===== src/rtl/l4_port_parser.sv =====
// L4 port parser: extracts UDP/TCP ports (plus UDP length) behind the IPv4 header parser and
// forwards the beat stream with one cycle of latency. Define L4_TCP_FLAGS_EN to capture TCP flags.
module l4_port_parser #(
    parameter int unsigned DATA_WIDTH = 64
) (
    input  logic                            clk,
    input  logic                            rst,
    input  logic [DATA_WIDTH-1:0]           tdata_in,
    input  logic [$clog2(DATA_WIDTH/8)-1:0] idx_in,
    input  logic                            data_valid_in,
    input  logic                            last_flag_in,
    input  logic                            ipv4_ready_in,
    input  logic [4:0]                      start_lane_in,
    input  logic [7:0]                      protocol_in,
    output logic [DATA_WIDTH-1:0]           tdata_out,
    output logic [$clog2(DATA_WIDTH/8)-1:0] idx_out,
    output logic                            data_valid_out,
    output logic                            last_flag_out,
    output logic [4:0]                      payload_lane_out,
    output logic                            l4_parser_ready,
    output logic                            l4_unsupported,
    output logic                            hdr_error,
    output logic [15:0]                     src_port,
    output logic [15:0]                     dst_port,
    output logic [15:0]                     udp_length,
    output logic [7:0]                      tcp_flags
);

    localparam int Lanes = int'(DATA_WIDTH / 8);
    localparam int IdxW = $clog2(DATA_WIDTH / 8);
    localparam logic [7:0] ProtoTcp = 8'd6;
    localparam logic [7:0] ProtoUdp = 8'd17;
    localparam logic [4:0] UdpHlen = 5'd8;
`ifdef L4_TCP_FLAGS_EN
    localparam logic [4:0] TcpHlen = 5'd14;
`else
    localparam logic [4:0] TcpHlen = 5'd4;
`endif

    typedef enum logic [1:0] {StIdle, StHdr, StPayload, StSkip} state_e;

    state_e state_q, state_d;
    logic [7:0]  proto_q, proto_d;
    logic [4:0]  cnt_q, cnt_d;
    logic [15:0] cap_src_q, cap_src_d, cap_dst_q, cap_dst_d, cap_len_q, cap_len_d;
    logic [15:0] src_q, src_d, dst_q, dst_d, len_q, len_d;
    logic [7:0]  flg_q, flg_d;
    logic        ready_q, ready_d, unsup_q, unsup_d, err_q, err_d;
    logic [4:0]  plane_q, plane_d;
    logic [DATA_WIDTH-1:0] tdata_q;
    logic [IdxW-1:0]       idx_q;
    logic                  valid_q, last_q;

    logic        parse, done, is_udp;
    logic [7:0]  cur_proto;
    logic [4:0]  lo, cnt_v, lane_v, plane_v, hlen;
`ifdef L4_TCP_FLAGS_EN
    logic [7:0]  cap_flg_q, cap_flg_d;
`endif

    always_comb begin
        state_d   = state_q;
        proto_d   = proto_q;
        cnt_d     = cnt_q;
        cap_src_d = cap_src_q;
        cap_dst_d = cap_dst_q;
        cap_len_d = cap_len_q;
`ifdef L4_TCP_FLAGS_EN
        cap_flg_d = cap_flg_q;
`endif
        src_d     = src_q;
        dst_d     = dst_q;
        len_d     = len_q;
        flg_d     = flg_q;
        ready_d   = ready_q;
        unsup_d   = unsup_q;
        err_d     = 1'b0;
        plane_d   = 5'd0;
        parse     = 1'b0;
        done      = 1'b0;
        cur_proto = proto_q;
        lo        = 5'd0;
        cnt_v     = cnt_q;
        lane_v    = 5'd0;
        plane_v   = 5'd0;

        unique case (state_q)
            StIdle: begin
                // A header that finished on the last beat keeps ready for exactly one cycle.
                ready_d = 1'b0;
                unsup_d = 1'b0;
                cnt_d   = 5'd0;
                if (data_valid_in && ipv4_ready_in) begin
                    proto_d   = protocol_in;
                    cur_proto = protocol_in;
                    if (protocol_in == ProtoUdp || protocol_in == ProtoTcp) begin
                        parse     = 1'b1;
                        lo        = start_lane_in;
                        cnt_v     = 5'd0;
                        cap_src_d = '0;
                        cap_dst_d = '0;
                        cap_len_d = '0;
`ifdef L4_TCP_FLAGS_EN
                        cap_flg_d = '0;
`endif
                    end else begin
                        state_d = last_flag_in ? StIdle : StSkip;
                        ready_d = 1'b1;
                        unsup_d = 1'b1;
                        src_d   = '0;
                        dst_d   = '0;
                        len_d   = '0;
                        flg_d   = '0;
                    end
                end
            end
            StHdr: parse = data_valid_in && ipv4_ready_in;
            StPayload, StSkip: begin
                if (data_valid_in && last_flag_in) state_d = StIdle;
            end
        endcase

        hlen = (cur_proto == ProtoUdp) ? UdpHlen : TcpHlen;
        if (parse) begin
            for (int i = 0; i < Lanes; i++) begin
                lane_v = 5'(i);
                if (!done && lane_v >= lo && lane_v <= 5'(idx_in)) begin
                    case (cnt_v)
                        5'd0: cap_src_d[15:8] = tdata_in[i*8 +: 8];
                        5'd1: cap_src_d[7:0]  = tdata_in[i*8 +: 8];
                        5'd2: cap_dst_d[15:8] = tdata_in[i*8 +: 8];
                        5'd3: cap_dst_d[7:0]  = tdata_in[i*8 +: 8];
                        5'd4: cap_len_d[15:8] = tdata_in[i*8 +: 8];
                        5'd5: cap_len_d[7:0]  = tdata_in[i*8 +: 8];
`ifdef L4_TCP_FLAGS_EN
                        5'd13: cap_flg_d      = tdata_in[i*8 +: 8];
`endif
                        default: ;
                    endcase
                    cnt_v = cnt_v + 5'd1;
                    if (cnt_v == hlen) begin
                        done    = 1'b1;
                        plane_v = (lane_v == 5'(idx_in)) ? 5'd0 : lane_v + 5'd1;
                    end
                end
            end
            is_udp = (cur_proto == ProtoUdp);
            if (done) begin
                state_d = last_flag_in ? StIdle : StPayload;
                cnt_d   = 5'd0;
                ready_d = 1'b1;
                plane_d = plane_v;
                src_d   = cap_src_d;
                dst_d   = cap_dst_d;
                len_d   = is_udp ? cap_len_d : 16'd0;
`ifdef L4_TCP_FLAGS_EN
                flg_d   = is_udp ? 8'd0 : cap_flg_d;
`else
                flg_d   = 8'd0;
`endif
            end else if (last_flag_in) begin
                state_d = StIdle;
                cnt_d   = 5'd0;
                err_d   = 1'b1;
            end else begin
                state_d = StHdr;
                cnt_d   = cnt_v;
            end
        end else begin
            is_udp = 1'b0;
        end

        // Upstream dropping its header-valid level aborts the frame; fields keep their values.
        if (state_q != StIdle && !ipv4_ready_in) begin
            state_d = StIdle;
            cnt_d   = 5'd0;
            ready_d = 1'b0;
            unsup_d = 1'b0;
        end
    end

    always_ff @(posedge clk) begin
        if (rst) begin
            state_q   <= StIdle;
            proto_q   <= '0;
            cnt_q     <= '0;
            cap_src_q <= '0;
            cap_dst_q <= '0;
            cap_len_q <= '0;
`ifdef L4_TCP_FLAGS_EN
            cap_flg_q <= '0;
`endif
            src_q     <= '0;
            dst_q     <= '0;
            len_q     <= '0;
            flg_q     <= '0;
            ready_q   <= 1'b0;
            unsup_q   <= 1'b0;
            err_q     <= 1'b0;
            plane_q   <= '0;
            tdata_q   <= '0;
            idx_q     <= '0;
            valid_q   <= 1'b0;
            last_q    <= 1'b0;
        end else begin
            state_q   <= state_d;
            proto_q   <= proto_d;
            cnt_q     <= cnt_d;
            cap_src_q <= cap_src_d;
            cap_dst_q <= cap_dst_d;
            cap_len_q <= cap_len_d;
`ifdef L4_TCP_FLAGS_EN
            cap_flg_q <= cap_flg_d;
`endif
            src_q     <= src_d;
            dst_q     <= dst_d;
            len_q     <= len_d;
            flg_q     <= flg_d;
            ready_q   <= ready_d;
            unsup_q   <= unsup_d;
            err_q     <= err_d;
            plane_q   <= plane_d;
            tdata_q   <= tdata_in;
            idx_q     <= idx_in;
            valid_q   <= data_valid_in;
            last_q    <= last_flag_in;
        end
    end

    assign tdata_out        = tdata_q;
    assign idx_out          = idx_q;
    assign data_valid_out   = valid_q;
    assign last_flag_out    = last_q;
    assign payload_lane_out = plane_q;
    assign l4_parser_ready  = ready_q;
    assign l4_unsupported   = unsup_q;
    assign hdr_error        = err_q;
    assign src_port         = src_q;
    assign dst_port         = dst_q;
    assign udp_length       = len_q;
    assign tcp_flags        = flg_q;

endmodule


===== config.mk =====
export PLATFORM = sky130hd
export DESIGN_NAME = l4_port_parser
export DESIGN_NICKNAME = d
export VERILOG_FILES = /design/src/rtl/l4_port_parser.sv
export SDC_FILE = /design/constraint.sdc
export NUM_CORES = 1
export LEC_CHECK = 0
export ABC_AREA = 1
export BUFFER_PORTS_ARGS = -buffer_cell sky130_fd_sc_hd__clkbuf_2
export CORE_AREA = 5 5 139 174
export CTS_BUF_LIST = sky130_fd_sc_hd__clkbuf_4 sky130_fd_sc_hd__clkbuf_8
export DETAILED_ROUTE_END_ITERATION = 12
export DIE_AREA = 0 0 144 179
export HOLD_SLACK_MARGIN = 0.03
export PLACE_DENSITY = 0.87
export SLEW_MARGIN = 0
export SYNTH_ARGS = -nofsm -noshare
export SYNTH_HDL_FRONTEND = slang
export SYNTH_SLANG_ARGS = --single-unit

===== constraint.sdc =====
create_clock -name clk -period 14.58 [get_ports clk]
set_clock_uncertainty 0.05 [all_clocks]
set_input_delay 0.729 -clock clk [delete_from_list [all_inputs] [get_ports clk]]
set_output_delay 0.729 -clock clk [all_outputs]
set_load 0.05 [all_outputs]

==> summary.txt <==
Outcome
  • Outcome: completed

Placement
  • Area post-placement: 15000 sq um
  • I/O Buffers: 216
  • GP Congestion: 1.06
  • HPWL after DPL: 41200 um

Floorplan
  • Die height: 179 um
  • Top Ports: 218
  • Die boundary width: 144 um
  • Placement Rows: 61
  • Initial Util: 62.8%
  • Core area: 22200 sq um
  • Die Area: 25800 sq um

Detailed routing
  • Final ANT Viol Nets: 0
  • Initial DRC Count: 2803
  • DRC viols: 0
  • Routed vias: 16400
  • Vias/cell: 6.20
  • DR pass1 iterations: 7
  • WL final: 53200 um
  • WL/cell: 20.1 um

Logic synthesis
  • Synth area leaders: dfxtp_1 28%, nand2_1 15%, o21ai_0 9.1%, nand3_1 6.5%, o211ai_1 5.8%
  • Post-synth EDFFs: 0
  • Mapped Area: 13900 sq um
  • Xor/xnor share of the synthesized area: 0.0628%
  • Adder-Cell Fraction of Synth Area: 3.59%
  • Post-synthesis mux area share: 1.36%
  • Mapped Cells: 2200
  • Primary FF master, synth: dfxtp_1
  • Synth cell types: 47
  • Largest family of logic cells by synthesized area: simple AND/OR/NAND/NOR gates
  • Ys Warns: 0
  • Post-Synth Simple-Gate Area: 35.5%
  • Most numerous cell in the Yosys netlist: nand2_1
  • Yosys reg bits: 195
  • Ys async rst share: 0%
  • Most frequent cells after synthesis: 559 x nand2_1, 253 x o21ai_0, 212 x inv_1, 195 x dfxtp_1, 180 x nand3_1
  • Synth Area in Compound Gates: 21.6%
  • Synth area leader: dfxtp_1
  • Sequential element share of the synthesized area: 28.0%
  • Syn_area_per_cell: 6.34 sq um
  • Post-synth top area share: 28.0%

Worst setup path
  • Critical Path Max Stage Delay: 0.63 ns
  • Worst Setup End Kind: flop
  • Worst Setup Path Type: in2reg
  • Register-to-Register Path Depth: 51
  • Crit path launch type: input pin
  • Worst Path Max Fanout: 58
  • Arr. time, crit path: 9.86 ns
  • CP Data Required Time: 14.90 ns
  • Critical path's most frequent cell: nand2_1
  • CP max-delay cell: nand2_2

Final layout
  • Reg area: 3900 sq um
  • Design Area, Final: 15500 sq um
  • Fraction of layout cells with a size suffix above 1: 16.5%
  • Fillers: 1951
  • Area of the multi-input gates: 8670 sq um
  • Net count, final: 2471
  • Area grow syn2layout: 10.8%

Timing
  • Pins Over Slew Limit: 0
  • Min cycle time layout: 9.55 ns
  • RSZ-0062 raised after global routing: false
  • Relative slew slack: 27.9%
  • Max Freq: 105 MHz
  • Period Utilization, post-route: 65.5%
  • Worst Tran Pin Value: 1.08 ns
  • Final hold violation count: 0
  • Final setup viols: 0
  • Worst hold slack: 0.425 ns
  • Setup tns final: 0 ns

Global routing
  • Grt total ovfl: 0
  • Vias in the first global route: 14700
  • First-pass GRT wire length: 80200 um
  • Initial antenna violation count: 1
  • Maximum number of pins on one net before global-route repair: 96
  • Total track usage: 39.9%

Clock tree
  • CTS tree: done
  • Clk_lat worst skew: 0.50 ns
  • Sink Count: 195
  • Clock buffers created by TritonCTS: 17
  • Cts hold-fix bufs: 0
  • Post-CTS Resized: 0
  • Max Buffers Root-to-Sink: 2
  • Clock-pin slew on the worst setup and hold paths: 0.12 ns
  • Setup bufs post-CTS: 0
  • CTS root buffer: clkbuf_8
  • H-Tree Depth: 4

Hold path
  • HP Class: in2reg
  • Hold Path Cell Cnt: 3

Power
  • LEAKAGE: 0.00775 uW
  • Switching Fraction: 42.6%
  • Internal: 809 uW
  • Power Density: 91.2 nW/um^2
  • Sw Pwr: 600 uW
  • Gate power share: 31.8%
  • Peak supply drop: 0.000116 V
  • Clock network power share: 28.8%
  • Seq pwr share: 39.3%

Flow run
  • Max-cap viol count: 0
==> cell families after synthesis <==
logic type	count (synthesis)
compound gates	524
simple gates	1079
buf+inv	341
fa+ha+maj	40
flops	195
xor+xnor	1
mux	19
other cells	1
==> metrics by stage <==
step | setup WS [ns] | std cells | utilization [%] | power [uW]
detailed placement | 4.77 | 2610 | 67.5 | 992
global route | 4.17 | 2642 | 69.6 | 1460
CTS | 5.29 | 2642 | 69.6 | 1390
global placement | 5.11 | 2610 | 67.5 | 988
floorplan | 7.04 | 2201 | - | 868
finish | 5.03 | 2643 | 69.6 | 1410
==> state kept, by name (all words and copies together), names as in the netlist, 2 cells and up <==
register and flops:
udp_length 16, payload_lane_out 4, tdata_out 64, tcp_flags 8
proto_q 8, state_q 2, dst_port 16, idx_out 3
cnt_q 5, src_port 16, cap_len_q 16, cap_dst_q 16
cap_src_q 16
==> final timing paths <==
check / start / end / slack (ns)
worst min-delay path: data_valid_in / data_valid_out / 0.43
worst max-delay path: protocol_in[7] / udp_length[4] / 5.03
worst max register to register: state_q[0] / udp_length[4] / 5.05
worst min register to register: proto_q[1] / proto_q[1] / 0.43
==> worst max-delay path, delay by kind of cell <==
kind                       cells  cell delay, ns
AOI/OAI and AO/OA              1            0.11
adders and majority gates      4            0.99
buffers and inverters          5            0.54
and+or+nand+nor               46            7.43
==> final cells by class <==
class / count / share of cell area [%]
multi-input cells: 1665 / 56.1
flip-flops and latches: 195 / 25.3
repair buffers: 227 / 7.55
inverters: 240 / 5.83
well taps: 283 / 2.29
clock buffers: 17 / 1.51
clock inverters: 15 / 1.43
diodes: 1 / 0.0162
==> power by group through the flow <==
stage | clock (uW) | combinational (uW) | sequential (uW)
final | 406 | 449 | 554
after global routing | 427 | 481 | 555
after CTS | 407 | 430 | 554
after detailed placement | 0 | 427 | 566
after global placement | 0 | 423 | 565
after floorplan | 0 | 264 | 604
==> metal layers <==
metal,global-route usage (%),vias to the layer above,part of all wire (%)
met3,7.68,243,11
li1,-,7639,-
met2,62.3,1185,44
met5,0,-,0.038
met4,21.3,2,6.4
met1,52.0,7325,38
==> cell usage in the layout (no fill, tap or decap), drive strengths merged, types with 12 or more instances in the layout <==
master	instances
a21oi	89
a31oi	17
buf	12
clkbuf	232
dfxtp	195
ha	40
inv	250
mux2i	19
nand2	606
nand3	194
nand4	57
nor2	194
nor3	15
o211ai	109
o21ai	300
Power figures use the tool's default switching activity.
